<file path="src/rtl/clk_div_monitor_if.sv">
// clk_div_monitor_if: groups the divided-clock input, the error-counter clear
// and the health/status outputs of clk_div_monitor.
// master: the side that supplies the divided clock and the clear (divider/CSR).
// slave : the monitor itself.
interface clk_div_monitor_if #(
  parameter int CNT_W = 8,
  parameter int ERR_W = 8
);
  logic             clk_div_in;
  logic             clr;
  logic             locked;
  logic             err;
  logic [CNT_W-1:0] period_o;
  logic [CNT_W-1:0] high_o;
  logic [ERR_W-1:0] err_cnt;

  modport master (
    output clk_div_in, clr,
    input  locked, err, period_o, high_o, err_cnt
  );

  modport slave (
    input  clk_div_in, clr,
    output locked, err, period_o, high_o, err_cnt
  );
endinterface

</file>
<file path="src/rtl/clk_div_monitor.sv">
// clk_div_monitor: samples a divided clock in the source clk domain, measures
// its period and high time, declares lock after LOCK_CNT consecutive good
// periods and flags period, duty and stopped-clock faults.
// Optional feature macro: CLK_DIV_MON_DUTY_CHK_EN. When defined, the high
// time is measured and checked; when undefined, only the period is checked
// and high_o reads 0.
// The interface instance must be built with the same CNT_W/ERR_W values.
module clk_div_monitor #(
  parameter int EXP_DIV  = 9,
  parameter int CNT_W    = 8,
  parameter int LOCK_CNT = 4,
  parameter int TIMEOUT  = 4 * EXP_DIV,
  parameter int ERR_W    = 8
) (
  input  logic               clk,
  input  logic               rst_n,
  clk_div_monitor_if.slave   mon
);

  localparam int GOOD_W = $clog2(LOCK_CNT + 1);

  localparam logic [CNT_W-1:0]  CNT_MAX  = '1;
  localparam logic [CNT_W-1:0]  EXP_PER  = CNT_W'(EXP_DIV);
  localparam logic [CNT_W-1:0]  TO_VAL   = CNT_W'(TIMEOUT);
  localparam logic [ERR_W-1:0]  ERR_MAX  = '1;
  localparam logic [GOOD_W-1:0] LOCK_M1  = GOOD_W'(LOCK_CNT - 1);
  localparam logic [GOOD_W-1:0] GOOD_ONE = GOOD_W'(1);

  typedef enum logic [1:0] {
    IDLE   = 2'd0,
    ACQ    = 2'd1,
    LOCKED = 2'd2
  } state_t;

  state_t            state_reg, state_next;
  logic              s1_reg, s2_reg, s3_reg;
  logic              rise;
  logic [CNT_W-1:0]  per_cnt_reg;
  logic [CNT_W-1:0]  meas_hi;
  logic              duty_ok;
  logic              good;
  logic              timeout;
  logic              to_done_reg;
  logic [GOOD_W-1:0] good_cnt_reg, good_cnt_next;
  logic              err_reg, err_next;
  logic              load;
  logic [CNT_W-1:0]  period_reg;
  logic [CNT_W-1:0]  high_reg;
  logic [ERR_W-1:0]  err_cnt_reg;

  // Two-flop synchronizer plus one history flop for edge detection.
  always_ff @(posedge clk or negedge rst_n) begin
    if (!rst_n) begin
      s1_reg <= 1'b0;
      s2_reg <= 1'b0;
      s3_reg <= 1'b0;
    end else begin
      s1_reg <= mon.clk_div_in;
      s2_reg <= s1_reg;
      s3_reg <= s2_reg;
    end
  end

  assign rise = s2_reg & ~s3_reg;

  // Period counter: reloads to 1 on a rise, otherwise saturating count.
  always_ff @(posedge clk or negedge rst_n) begin
    if (!rst_n) begin
      per_cnt_reg <= '0;
    end else if (rise) begin
      per_cnt_reg <= CNT_W'(1);
    end else if (per_cnt_reg != CNT_MAX) begin
      per_cnt_reg <= per_cnt_reg + CNT_W'(1);
    end
  end

`ifdef CLK_DIV_MON_DUTY_CHK_EN
  logic [CNT_W-1:0] hi_cnt_reg;

  // High-time counter: reloads on a rise, counts saturating while s2 is high.
  always_ff @(posedge clk or negedge rst_n) begin
    if (!rst_n) begin
      hi_cnt_reg <= '0;
    end else if (rise) begin
      hi_cnt_reg <= CNT_W'(1);
    end else if (s2_reg && (hi_cnt_reg != CNT_MAX)) begin
      hi_cnt_reg <= hi_cnt_reg + CNT_W'(1);
    end
  end

  assign meas_hi = hi_cnt_reg;
  // The divider's half-cycle phase makes either floor or ceil legal.
  assign duty_ok = (hi_cnt_reg == CNT_W'(EXP_DIV / 2)) ||
                   (hi_cnt_reg == CNT_W'((EXP_DIV + 1) / 2));
`else
  assign meas_hi = '0;
  assign duty_ok = 1'b1;
`endif

  // Measured values are the counters as they stand during the rise cycle.
  assign good    = (per_cnt_reg == EXP_PER) && duty_ok;
  // A stalled clock reports once; to_done_reg re-arms on the next rise.
  assign timeout = (per_cnt_reg == TO_VAL) && !rise && !to_done_reg;

  // Timeout one-shot flag.
  always_ff @(posedge clk or negedge rst_n) begin
    if (!rst_n) begin
      to_done_reg <= 1'b0;
    end else if (rise) begin
      to_done_reg <= 1'b0;
    end else if (timeout) begin
      to_done_reg <= 1'b1;
    end
  end

  // FSM state, good-period run length and error pulse registers.
  always_ff @(posedge clk or negedge rst_n) begin
    if (!rst_n) begin
      state_reg    <= IDLE;
      good_cnt_reg <= '0;
      err_reg      <= 1'b0;
    end else begin
      state_reg    <= state_next;
      good_cnt_reg <= good_cnt_next;
      err_reg      <= err_next;
    end
  end

  // Next-state logic: timeout overrides, otherwise act on each rise.
  always_comb begin
    state_next    = state_reg;
    good_cnt_next = good_cnt_reg;
    err_next      = 1'b0;
    load          = 1'b0;
    if (timeout) begin
      state_next    = IDLE;
      good_cnt_next = '0;
      err_next      = (state_reg != IDLE);
    end else if (rise) begin
      case (state_reg)
        IDLE: begin
          // First edge only opens the measurement window.
          state_next    = ACQ;
          good_cnt_next = '0;
        end
        ACQ: begin
          load = 1'b1;
          if (good) begin
            good_cnt_next = good_cnt_reg + GOOD_ONE;
            if (good_cnt_reg == LOCK_M1) begin
              state_next = LOCKED;
            end
          end else begin
            err_next      = 1'b1;
            good_cnt_next = '0;
          end
        end
        LOCKED: begin
          load = 1'b1;
          if (!good) begin
            err_next      = 1'b1;
            good_cnt_next = '0;
            state_next    = ACQ;
          end
        end
        default: begin
          state_next    = IDLE;
          good_cnt_next = '0;
        end
      endcase
    end
  end

  // Measured period/high-time holding registers.
  always_ff @(posedge clk or negedge rst_n) begin
    if (!rst_n) begin
      period_reg <= '0;
      high_reg   <= '0;
    end else if (load) begin
      period_reg <= per_cnt_reg;
      high_reg   <= meas_hi;
    end
  end

  // Saturating fault counter; clear takes priority over a coincident fault.
  always_ff @(posedge clk or negedge rst_n) begin
    if (!rst_n) begin
      err_cnt_reg <= '0;
    end else if (mon.clr) begin
      err_cnt_reg <= '0;
    end else if (err_next && (err_cnt_reg != ERR_MAX)) begin
      err_cnt_reg <= err_cnt_reg + ERR_W'(1);
    end
  end

  assign mon.locked   = (state_reg == LOCKED);
  assign mon.err      = err_reg;
  assign mon.period_o = period_reg;
  assign mon.high_o   = high_reg;
  assign mon.err_cnt  = err_cnt_reg;

endmodule
</file>
<file path="src/flat_wrapper.sv">
// flat-port wrapper written by rule: the top's interface ports become plain ports
module clk_div_monitor_flat 
#(
  parameter int EXP_DIV  = 9,
  parameter int CNT_W    = 8,
  parameter int LOCK_CNT = 4,
  parameter int TIMEOUT  = 4 * EXP_DIV,
  parameter int ERR_W    = 8
)
  (clk, rst_n, mon_clk_div_in, mon_clr, mon_locked, mon_err, mon_period_o, mon_high_o, mon_err_cnt);
  clk_div_monitor_if #(.CNT_W(CNT_W), .ERR_W(ERR_W)) mon_i ();
  input  logic clk;
  input  logic rst_n;
  input wire logic [$bits(mon_i.clk_div_in)-1:0] mon_clk_div_in;
  input wire logic [$bits(mon_i.clr)-1:0] mon_clr;
  output wire logic [$bits(mon_i.locked)-1:0] mon_locked;
  output wire logic [$bits(mon_i.err)-1:0] mon_err;
  output wire logic [$bits(mon_i.period_o)-1:0] mon_period_o;
  output wire logic [$bits(mon_i.high_o)-1:0] mon_high_o;
  output wire logic [$bits(mon_i.err_cnt)-1:0] mon_err_cnt;
  assign mon_i.clk_div_in = mon_clk_div_in;
  assign mon_i.clr = mon_clr;
  assign mon_locked = mon_i.locked;
  assign mon_err = mon_i.err;
  assign mon_period_o = mon_i.period_o;
  assign mon_high_o = mon_i.high_o;
  assign mon_err_cnt = mon_i.err_cnt;
  clk_div_monitor #(.EXP_DIV(EXP_DIV), .CNT_W(CNT_W), .LOCK_CNT(LOCK_CNT), .TIMEOUT(TIMEOUT), .ERR_W(ERR_W)) u_core (.clk(clk), .rst_n(rst_n), .mon(mon_i));
endmodule
</file>
<file path="config.mk">
export PLATFORM = sky130hd
export DESIGN_NAME = clk_div_monitor_flat
export DESIGN_NICKNAME = d
export VERILOG_FILES = /design/src/rtl/clk_div_monitor_if.sv /design/src/rtl/clk_div_monitor.sv /design/src/flat_wrapper.sv
export SDC_FILE = /design/constraint.sdc
export NUM_CORES = 1
export LEC_CHECK = 0
export CELL_PAD_IN_SITES_DETAIL_PLACEMENT = 0
export CELL_PAD_IN_SITES_GLOBAL_PLACEMENT = 1
export CORE_MARGIN = 5
export CORE_UTILIZATION = 45
export CTS_BUF_LIST = sky130_fd_sc_hd__clkbuf_4
export DETAILED_ROUTE_END_ITERATION = 8
export GPL_TIMING_DRIVEN = 0
export PLACE_DENSITY = 0.95
export RECOVER_POWER = 100
export SYNTH_ARGS = -nofsm -noshare
export SYNTH_HDL_FRONTEND = slang
export SYNTH_SLANG_ARGS = --single-unit
</file>
<file path="constraint.sdc">
create_clock -name clk -period 4.45 [get_ports clk]
set_input_delay 1.1125 -clock clk [delete_from_list [all_inputs] [get_ports clk]]
set_output_delay 1.1125 -clock clk [all_outputs]
set_load 0.01 [all_outputs]
</file>
Word level (Yosys, flattened, before mapping):

Cells that the tools add are included.

* word-level logic and storage cells: 62
* flip-flop bits (word level): 34
* input bits: 4
* output and inout port bits: 26

* eq/ne operators: 10
* bitwise gates (word level): 2
* reductions and logical operators: 13
* mux-type cells: 24
* $add $sub $neg: 3

Operators with widths (count)
* two-way mux 8 bit: 4
* adder 8 x 1 -> 8 bit, second input constant: 2
* != test 8 bit, second input constant: 2
* two-way mux 3 bit: 4
* two-way mux 2 bit: 5
* two-way mux 1 bit: 9
* == test 8 x 4 -> 1 bit, second input constant: 1
* == test 8 x 6 -> 1 bit, second input constant: 1
* nonzero test 2 bit: 4
* != test 3 x 1 -> 1 bit, second input constant: 2
* case mux 2 bit (3 select lines): 1
* case mux 3 bit (2 select lines): 1
* AND reduction 4 bit: 1
* adder 3 x 1 -> 3 bit, second input constant: 1
* == test 3 x 2 -> 1 bit, second input constant: 1
* logical AND 1 bit: 3
* != test 3 bit, second input constant: 1
* == test 2 x 1 -> 1 bit, second input constant: 1
* == test 2 bit, second input constant: 1
* logical NOT 1 bit: 2
* logical NOT 2 bit: 1
* AND reduction 2 bit: 1
* OR reduction 2 bit: 1
* bitwise AND 1 bit: 1
* NOT 1 bit: 1

Logic depth before layout (Yosys ltp):

Gate-level depths: netlist (run 1).

* word-level depth: 9
* gate-level depth with buffers: 8

Worst setup path before layout (run 1):

OpenSTA, ideal clock, no wires.

* kind: register to register
* from: reg u_core.per_cnt_reg[0]
* to: reg u_core.err_cnt_reg[5] (netlist: u_core.mon.err_cnt[5])
* data arrival time: 1.933 ns
* setup time: 0.119 ns
* setup slack: 2.397 ns
* stages on the path, launching flop included: 9
* path buffers: 1
* cells stage by stage: dfrtp_1 inv_1 ha_1 or4b_4 nor4_4 o22ai_1 buf_2 o31a_1 o21ba_2

* longest elaborated chain between the ends: 7
* elaborated cells on any way between the ends: 10

RTL lines
* start: declaration: line clk_div_monitor.sv:38 `logic [CNT_W-1:0] per_cnt_reg;`
* start signal: assignment: line clk_div_monitor.sv:73 `per_cnt_reg <= per_cnt_reg + CNT_W'(1);`
* == test 8 x 4 -> 1 bit: line clk_div_monitor.sv:101 `assign good = (per_cnt_reg == EXP_PER) && duty_ok;`
* two-way mux 1 bit: line clk_div_monitor.sv:148, clk_div_monitor.sv:160
* two-way mux 1 bit
* two-way mux 1 bit: line clk_div_monitor.sv:139 `end else if (rise) begin`
* two-way mux 1 bit (*): line clk_div_monitor.sv:135 `if (timeout) begin`
* logical AND 1 bit (*): line clk_div_monitor.sv:191 `end else if (err_next && (err_cnt_reg != ERR_MAX)) begin`
* nonzero test 2 bit (no line) (*)
* end signal: assignment: line clk_div_monitor.sv:192 `err_cnt_reg <= err_cnt_reg + ERR_W'(1);`
* end: declaration: line clk_div_monitor.sv:49 `logic [ERR_W-1:0] err_cnt_reg;`

Every way passes the cells marked *; elsewhere a longest branch is shown, timed or not.
A chain may end at the register's enable or synchronous reset.

Final worst setup path (run 1):

* from: reg u_core.state_reg[0]
* to: out mon_locked

* longest elaborated chain between the ends: 1

RTL lines
* start: declaration: line clk_div_monitor.sv:35 `state_t state_reg, state_next;`
* start signal: assignment: line clk_div_monitor.sv:123 `state_reg <= state_next;`
* == test 2 bit: line clk_div_monitor.sv:196 `assign mon.locked = (state_reg == LOCKED);`
* end: declaration: line flat_wrapper.sv:16 `output wire logic [$bits(mon_i.locked)-1:0] mon_locked;`

No other way between the ends.

==> results of run 1 <==
## power groups by stage
stage,sequential (mW),clock (mW),combinational (mW)
final,0.394,0.149,0.268
after global routing,0.401,0.169,0.307
after CTS,0.395,0.157,0.292
after detailed placement,0.401,0,0.291
after global placement,0.399,0,0.283
after floorplan,0.406,0,0.175
## through the flow
step                utilization [%]  cells  hold slack (ns)  setup slack (ns)
floorplan                         -    177            0.331              2.40
global placement               54.8    245            0.332              1.56
detailed placement             54.7    245            0.337              2.06
CTS                            55.8    251            0.360              1.68
global route                   55.2    251            0.375              1.55
finish                         55.2    251            0.356              1.65
## layout by cell type, fill, tap and decap left out, types with 2 or more instances in the layout
master,instances
nor2_1,13
nand2_1,15
xnor2_1,4
dlygate4sd3_1,19
nand3_1,12
o31ai_1,2
or3_1,4
nor3_1,2
dfrtp_1,34
clkbuf_1,6
a21oi_1,5
clkbuf_4,5
ha_1,10
buf_4,8
inv_1,9
o21ai_0,12
conb_1,8
mux2i_1,2
nor4_1,2
nor3b_1,2
mux2_2,5
## final cells by class
class	count	share of cell area, %
well taps	48	2.95
plain buffers	14	4.05
clock buffers	5	1.84
flip-flops and latches	34	41.8
inverters	9	1.66
repair buffers	20	9.52
clock inverters	1	0.184
multi-input cells	120	38.0
## worst paths after layout
check                                                           to  depth (start not counted)
worst max-delay path                                    mon_locked                          3
max in group asynchronous        u_core.mon.err_cnt[4]$_DFFE_PN0P_                          1
min in group asynchronous       u_core.mon.period_o[4]$_DFFE_PN0P_                          1
worst max register to register   u_core.mon.err_cnt[5]$_DFFE_PN0P_                          8
worst min-delay path                       u_core.s2_reg$_DFF_PN0_                          0
worst min register to register             u_core.s2_reg$_DFF_PN0_                          0
## kinds of logic after synthesis
group / Yosys count
buf+inv: 23
flops: 34
simple gates: 61
fa+ha+maj: 10
xor+xnor: 5
mux: 7
compound gates: 29
other cells: 1
## synth_stat cells, drive strengths merged (2+ instances only)
master and number:
a21oi 5, buf 10, clkbuf 4, dfrtp 34, ha 10, inv 9
mux2 5, mux2i 2, nand2 15, nand3 12, nor2 13, nor3 2
nor3b 2, nor4 2, o21ai 12, o31ai 2, or3 4, xnor2 4
## layer usage
metal / global-route usage (%) / vias to the layer above / wire length, um / share of wire (%)
met5: 0 / - / 0 / 0
met4: 5.01 / 0 / 19 / 0.60
met3: 4.16 / 2 / 127 / 4.0
met2: 20.6 / 27 / 1490 / 47
met1: 18.5 / 582 / 1550 / 49
li1: - / 640 / - / -
## worst register-to-register path, delay by kind of cell (launching register included)
kind	cells	cell delay (ns)
simple gates	2	0.75
buf+inv	2	0.34
fa+ha+maj	1	0.15
compound gates	3	0.64
flops	1	0.45
==> impl_metrics.csv, run 1 <==
group,metric,value,unit
global_route,grt_pass1_wl,5.54,mm
floorplanning,rows,22,
timing,relSlewSlack,-18.0,%
setup_path,path_max_fanout,4,
timing,max_freq,0.358,GHz
global_route,antenna_found_initial,0,
cts,cts_tree,"built",
final_layout,antenna_cells,0,
placed_design,place.gp.congestion,0.737,
setup_path,arrival,1.68,ns
cts,holdBufCountCts,0,
power,p_sw_share,34.4,%
setup_path,cp-end-kind,"primary output",
power,switching_power,0.279,mW
synthesis,synth_xor_xnor_area_share,2.52,%
synthesis,synth_top_area_share,49.0,%
status,violations,"max-capacitance violations, max-slew violations",
global_route,groute.usage.overall,13.7,%
cts,postCtsSetupRepairBufs,0,
setup_path,cp_data_required_time,3.34,ns
final_layout,nNetsFinal,218,
timing,tns,0,ns
setup_path,worstSetupStartpoint,"u_core.state_reg[0]$_DFFE_PN0P_",
timing,finalSetupViolCount,0,
final_layout,multi_input_area,774,um^2
setup_path,rrSetupSlack,2.02,ns
power,combPwrFrac,33.1,%
synthesis,synth_top_family_by_area,"simple AND/OR/NAND/NOR gates",
cts,clk_latency,0.33,ns
synthesis,yosys-top-cells-area,"dfrtp_1 49%, ha_1 7.2%, nand3_1 3.5%",
timing,fin_crit_sh,62.8,%
synthesis,syn-instance-count,170,
power,p_int,0.532,mW
synthesis,synth_top_flop_cell,"dfrtp_1",
cts,cts_repair_resize_count,0,
floorplanning,chipWidth,72.1,um
route,drc,0,
synthesis,yosys_warnings,0,
final_layout,nFillCells,365,
global_route,grt_pass1_vias,1208,
timing,rsz0062_at_grt,"false",
setup_path,critPathLaunchType,"flip-flop",
setup_path,slowest_delay,0.63,ns
timing,clock_skew,0.00580,ns
synthesis,ys_ff_latch,34,
power,clkPwrFrac,18.4,%
power,power_density,398,nW/um^2
cts,cts.sinks,34,
cts,clk_pin_slew_worst_paths,0.09,ns
worst_hold_path,holdCritPathClass,"flip-flop to flip-flop",
synthesis,synthMuxAreaShare,4.40,%
global_route,gr-total-overflow,0,
route,ant_nets,0,
synthesis,postSynthAreaPerCell,10.2,um^2
setup_path,critical_path_class,"flip-flop to primary output",
status,outcome,"finished with violations",
timing,worst_slew_pin_slew,1.77,ns
route,vias,1251,
job,cap_violations,1,
synthesis,yosys.cell_types.count,44,
cts,clockBufferDepth,2,
final_layout,regArea,851,um^2
synthesis,synth_adder_area_share,7.21,%
synthesis,synth_top_area_cell,"dfrtp_1",
power,total_power,0.811,mW
synthesis,synth_edf_count,0,
synthesis,ys_async_sr_fraction,100,%
floorplanning,core,3690,um^2
synthesis,synthesis.area,1740,um^2
cts,cts_buffers,5,
timing,slew_violations,35,
floorplanning,start_util,47.0,%
placed_design,io_buffers,20,
cts,cts_root_buffer,"clkbuf_4",
placed_design,placed_area,2020,um^2
setup_path,critPathSlowestCell,"dlygate4sd3_1",
placed_design,post-dp-hpwl,2.30,mm
route,drt-wirelength-per-cell,12.7,um
synthesis,synth-compound-area-share,10.5,%
final_layout,drive_gt1_share,9.85,%
power,vdd_ir_drop_max,0.000161,V
route,drt-vias-per-instance,4.98,
worst_hold_path,hp-start,"u_core.s1_reg$_DFF_PN0_",
setup_path,crit_chain,"inv_1 > ha_1 > dlygate4sd3_1",
setup_path,rr_startpoint,"u_core.per_cnt_reg[0]$_DFFE_PN0P_",
cts,htree_levels,2,
power,p_seq_share,48.5,%
timing,post-route-min-period,2.80,ns
floorplanning,die_y,72.1,um
floorplanning,num_io_pins,30,
final_layout,final_area,2040,um^2
setup_path,cp.buffers_inverters,2,
power,power_leakage,0.982,nW
route,first_iter_violations,102,
synthesis,seq_area_frac_synth,49.0,%
floorplanning,dieArea,5200,um^2
route,detail_route.wirelength,3.19,mm
timing,hold_violations,0,
final_layout,area_growth,17.4,%
global_route,grt_max_degree,35,
synthesis,yosys.area_share.simple,19.3,%
setup_path,cpLargestDelayFamily,"buffers and inverters",
route,firstDrtPassIters,4,
(Power assumes the default switching activity.)
==> run 2: changes to the inputs <==
CORE_UTILIZATION = 42   (was 45)
PLACE_DENSITY = 0.93   (was 0.95)
clock period = 2.7 ns   (was 4.45 ns; I/O delays follow)
==> run 2 against run 1 <==
Against the previous run: the run still ends with max-capacitance violations, max-slew violations left; sequential power rose by 64%; worst setup slack got worse by 1.3 ns; global-route usage fell by 1.1 points; total power rose by 67%; largest cell class unchanged.
==> impl_metrics.csv, run 2 (same netlist as run 1, synthesis figures left out) <==
group,metric,value,unit
status,outcome,"finished with violations",
status,violations,"max-capacitance violations, max-slew violations",
route,drc,0,
route,ant_nets,0,
timing,relSlewSlack,-20.3,%
placed_design,post-dp-hpwl,2.26,mm
timing,fin_crit_sh,87.6,%
global_route,groute.usage.overall,12.5,%
cts,clk_pin_slew_worst_paths,0.09,ns
placed_design,dp_cells,247,
global_route,grt_pass1_wl,5.18,mm
cts,postCtsSetupRepairBufs,0,
floorplanning,start_util,43.4,%
floorplanning,dieArea,5520,um^2
final_layout,drive_gt1_share,11.2,%
final_layout,finalNonFillerCells,255,
timing,tns,0,ns
cts,cts_root_buffer,"clkbuf_4",
route,first_iter_violations,62,
floorplanning,chipWidth,74.3,um
worst_hold_path,holdCritPathClass,"flip-flop to flip-flop",
final_layout,area_growth,19.1,%
final_layout,mostFrequentLayoutCell,"dfrtp_1",
placed_design,io_buffers,20,
job,cap_violations,1,
final_layout,nNetsFinal,218,
global_route,grt_max_degree,35,
power,switching_power,0.470,mW
cts,cts_tree,"built",
global_route,antenna_found_initial,0,
global_route,grt_pass1_vias,1204,
setup_path,cp.depth,3,
route,vias,1268,
setup_path,cp.buffers_inverters,2,
timing,finalSetupViolCount,0,
timing,post-route-min-period,2.37,ns
power,p_sw_share,34.7,%
cts,cts_buffers,5,
timing,hold_violations,0,
cts,clk_latency,0.34,ns
cts,holdBufCountCts,0,
route,firstDrtPassIters,4,
setup_path,cp_data_required_time,2.03,ns
final_layout,antenna_cells,0,
route,drt-wirelength-per-cell,12.0,um
timing,slew_violations,35,
route,drt-vias-per-instance,4.97,
setup_path,critical_path_class,"flip-flop to primary output",
global_route,gr-total-overflow,0,
power,power_density,655,nW/um^2
setup_path,critPathLaunchType,"flip-flop",
timing,clock_skew,0.00785,ns
timing,worst_slew_pin_slew,1.80,ns
final_layout,layout_common_cells,"34 x dfrtp_1, 19 x dlygate4sd3_1, 15 x nand2_1",
floorplanning,core,4000,um^2
timing,max_freq,0.423,GHz
cts,cts_repair_resize_count,0,
power,p_seq_share,47.8,%
power,power_leakage,0.988,nW
setup_path,ff2ff_path_depth,8,
setup_path,cp-end-kind,"primary output",
timing,rsz0062_at_grt,"false",
final_layout,final_area,2070,um^2
placed_design,placed_area,2020,um^2
cts,htree_levels,2,
worst_hold_path,hold_path_depth,0,
setup_path,slowest_delay,0.62,ns
power,clkPwrFrac,19.7,%
setup_path,critPathSlowestCell,"dlygate4sd3_1",
cts,clockBufferDepth,2,
power,combPwrFrac,32.6,%
setup_path,crit_chain,"inv_1 > ha_1 > dlygate4sd3_1",
cts,cts.sinks,34,
power,p_int,0.884,mW
floorplanning,die_y,74.3,um
power,vdd_ir_drop_max,0.000263,V
setup_path,cpLargestDelayFamily,"buffers and inverters",
setup_path,path_max_fanout,4,
placed_design,place.gp.congestion,0.780,
route,detail_route.wirelength,3.07,mm
setup_path,arrival,1.69,ns
floorplanning,num_io_pins,30,
floorplanning,rows,23,
==> run 2: worst reg2reg max path, cell delays in order (launching register included) <==
cell,delay [ns]
dfrtp_1,0.44
inv_1,0.09
ha_1,0.13
or4b_1,0.51
nor4_4,0.20
o22ai_1,0.15
clkbuf_1,0.23
o31a_1,0.28
o21ba_2,0.20
==> run 2: power by group through the flow <==
stage	logic [mW]	clock network, mW	registers, mW
after detailed placement	0.470	0	0.660
after CTS	0.473	0.282	0.650
final	0.441	0.266	0.647
after floorplan	0.289	0	0.669
after global routing	0.498	0.306	0.656
after global placement	0.469	0	0.656
==> run 2: path summary, 6_finish.rpt <==
kind | from | end | slack, ns
min in group asynchronous | rst_n | u_core.to_done_reg$_DFFE_PN0P_ | 0.80
worst min-delay path | u_core.s1_reg$_DFF_PN0_ | u_core.s2_reg$_DFF_PN0_ | 0.37
worst min register to register | u_core.s1_reg$_DFF_PN0_ | u_core.s2_reg$_DFF_PN0_ | 0.37
worst max register to register | u_core.per_cnt_reg[0]$_DFFE_PN0P_ | u_core.mon.err_cnt[5]$_DFFE_PN0P_ | 0.35
worst max-delay path | u_core.state_reg[0]$_DFFE_PN0P_ | mon_locked | 0.33
max in group asynchronous | rst_n | u_core.s3_reg$_DFF_PN0_ | 0.86
==> run 2: metal layers <==
layer	global-route usage (%)	wire length, um	vias up
li1	-	-	643
met1	15.0	1490	594
met2	19.9	1330	25
met3	5.68	202	6
met4	4.74	51	0
met5	0	0	-
==> run 2: area by class of cell <==
| cell class | count | area [um^2] |
|---|---|---|
| Fill cell | 381 | 1930 |
| Sequential cell | 34 | 851 |
| Multi-Input combinational cell | 120 | 790 |
| Timing Repair Buffer | 20 | 194 |
| Buffer | 14 | 82.6 |
| Tap cell | 50 | 62.6 |
| Clock buffer | 5 | 37.5 |
| Inverter | 9 | 33.8 |
| Clock inverter | 3 | 16.3 |
==> run 2: per-stage QoR <==
stage | setup WS (ns) | util (%) | hold slack (ns) | power, mW
after global routing | 0.173 | 51.7 | 0.373 | 1.46
after floorplan | 0.647 | - | 0.331 | 0.958
after CTS | 0.352 | 51.8 | 0.369 | 1.41
final | 0.334 | 51.7 | 0.368 | 1.35
after detailed placement | 0.478 | 50.5 | 0.346 | 1.13
after global placement | 0.217 | 50.6 | 0.332 | 1.13
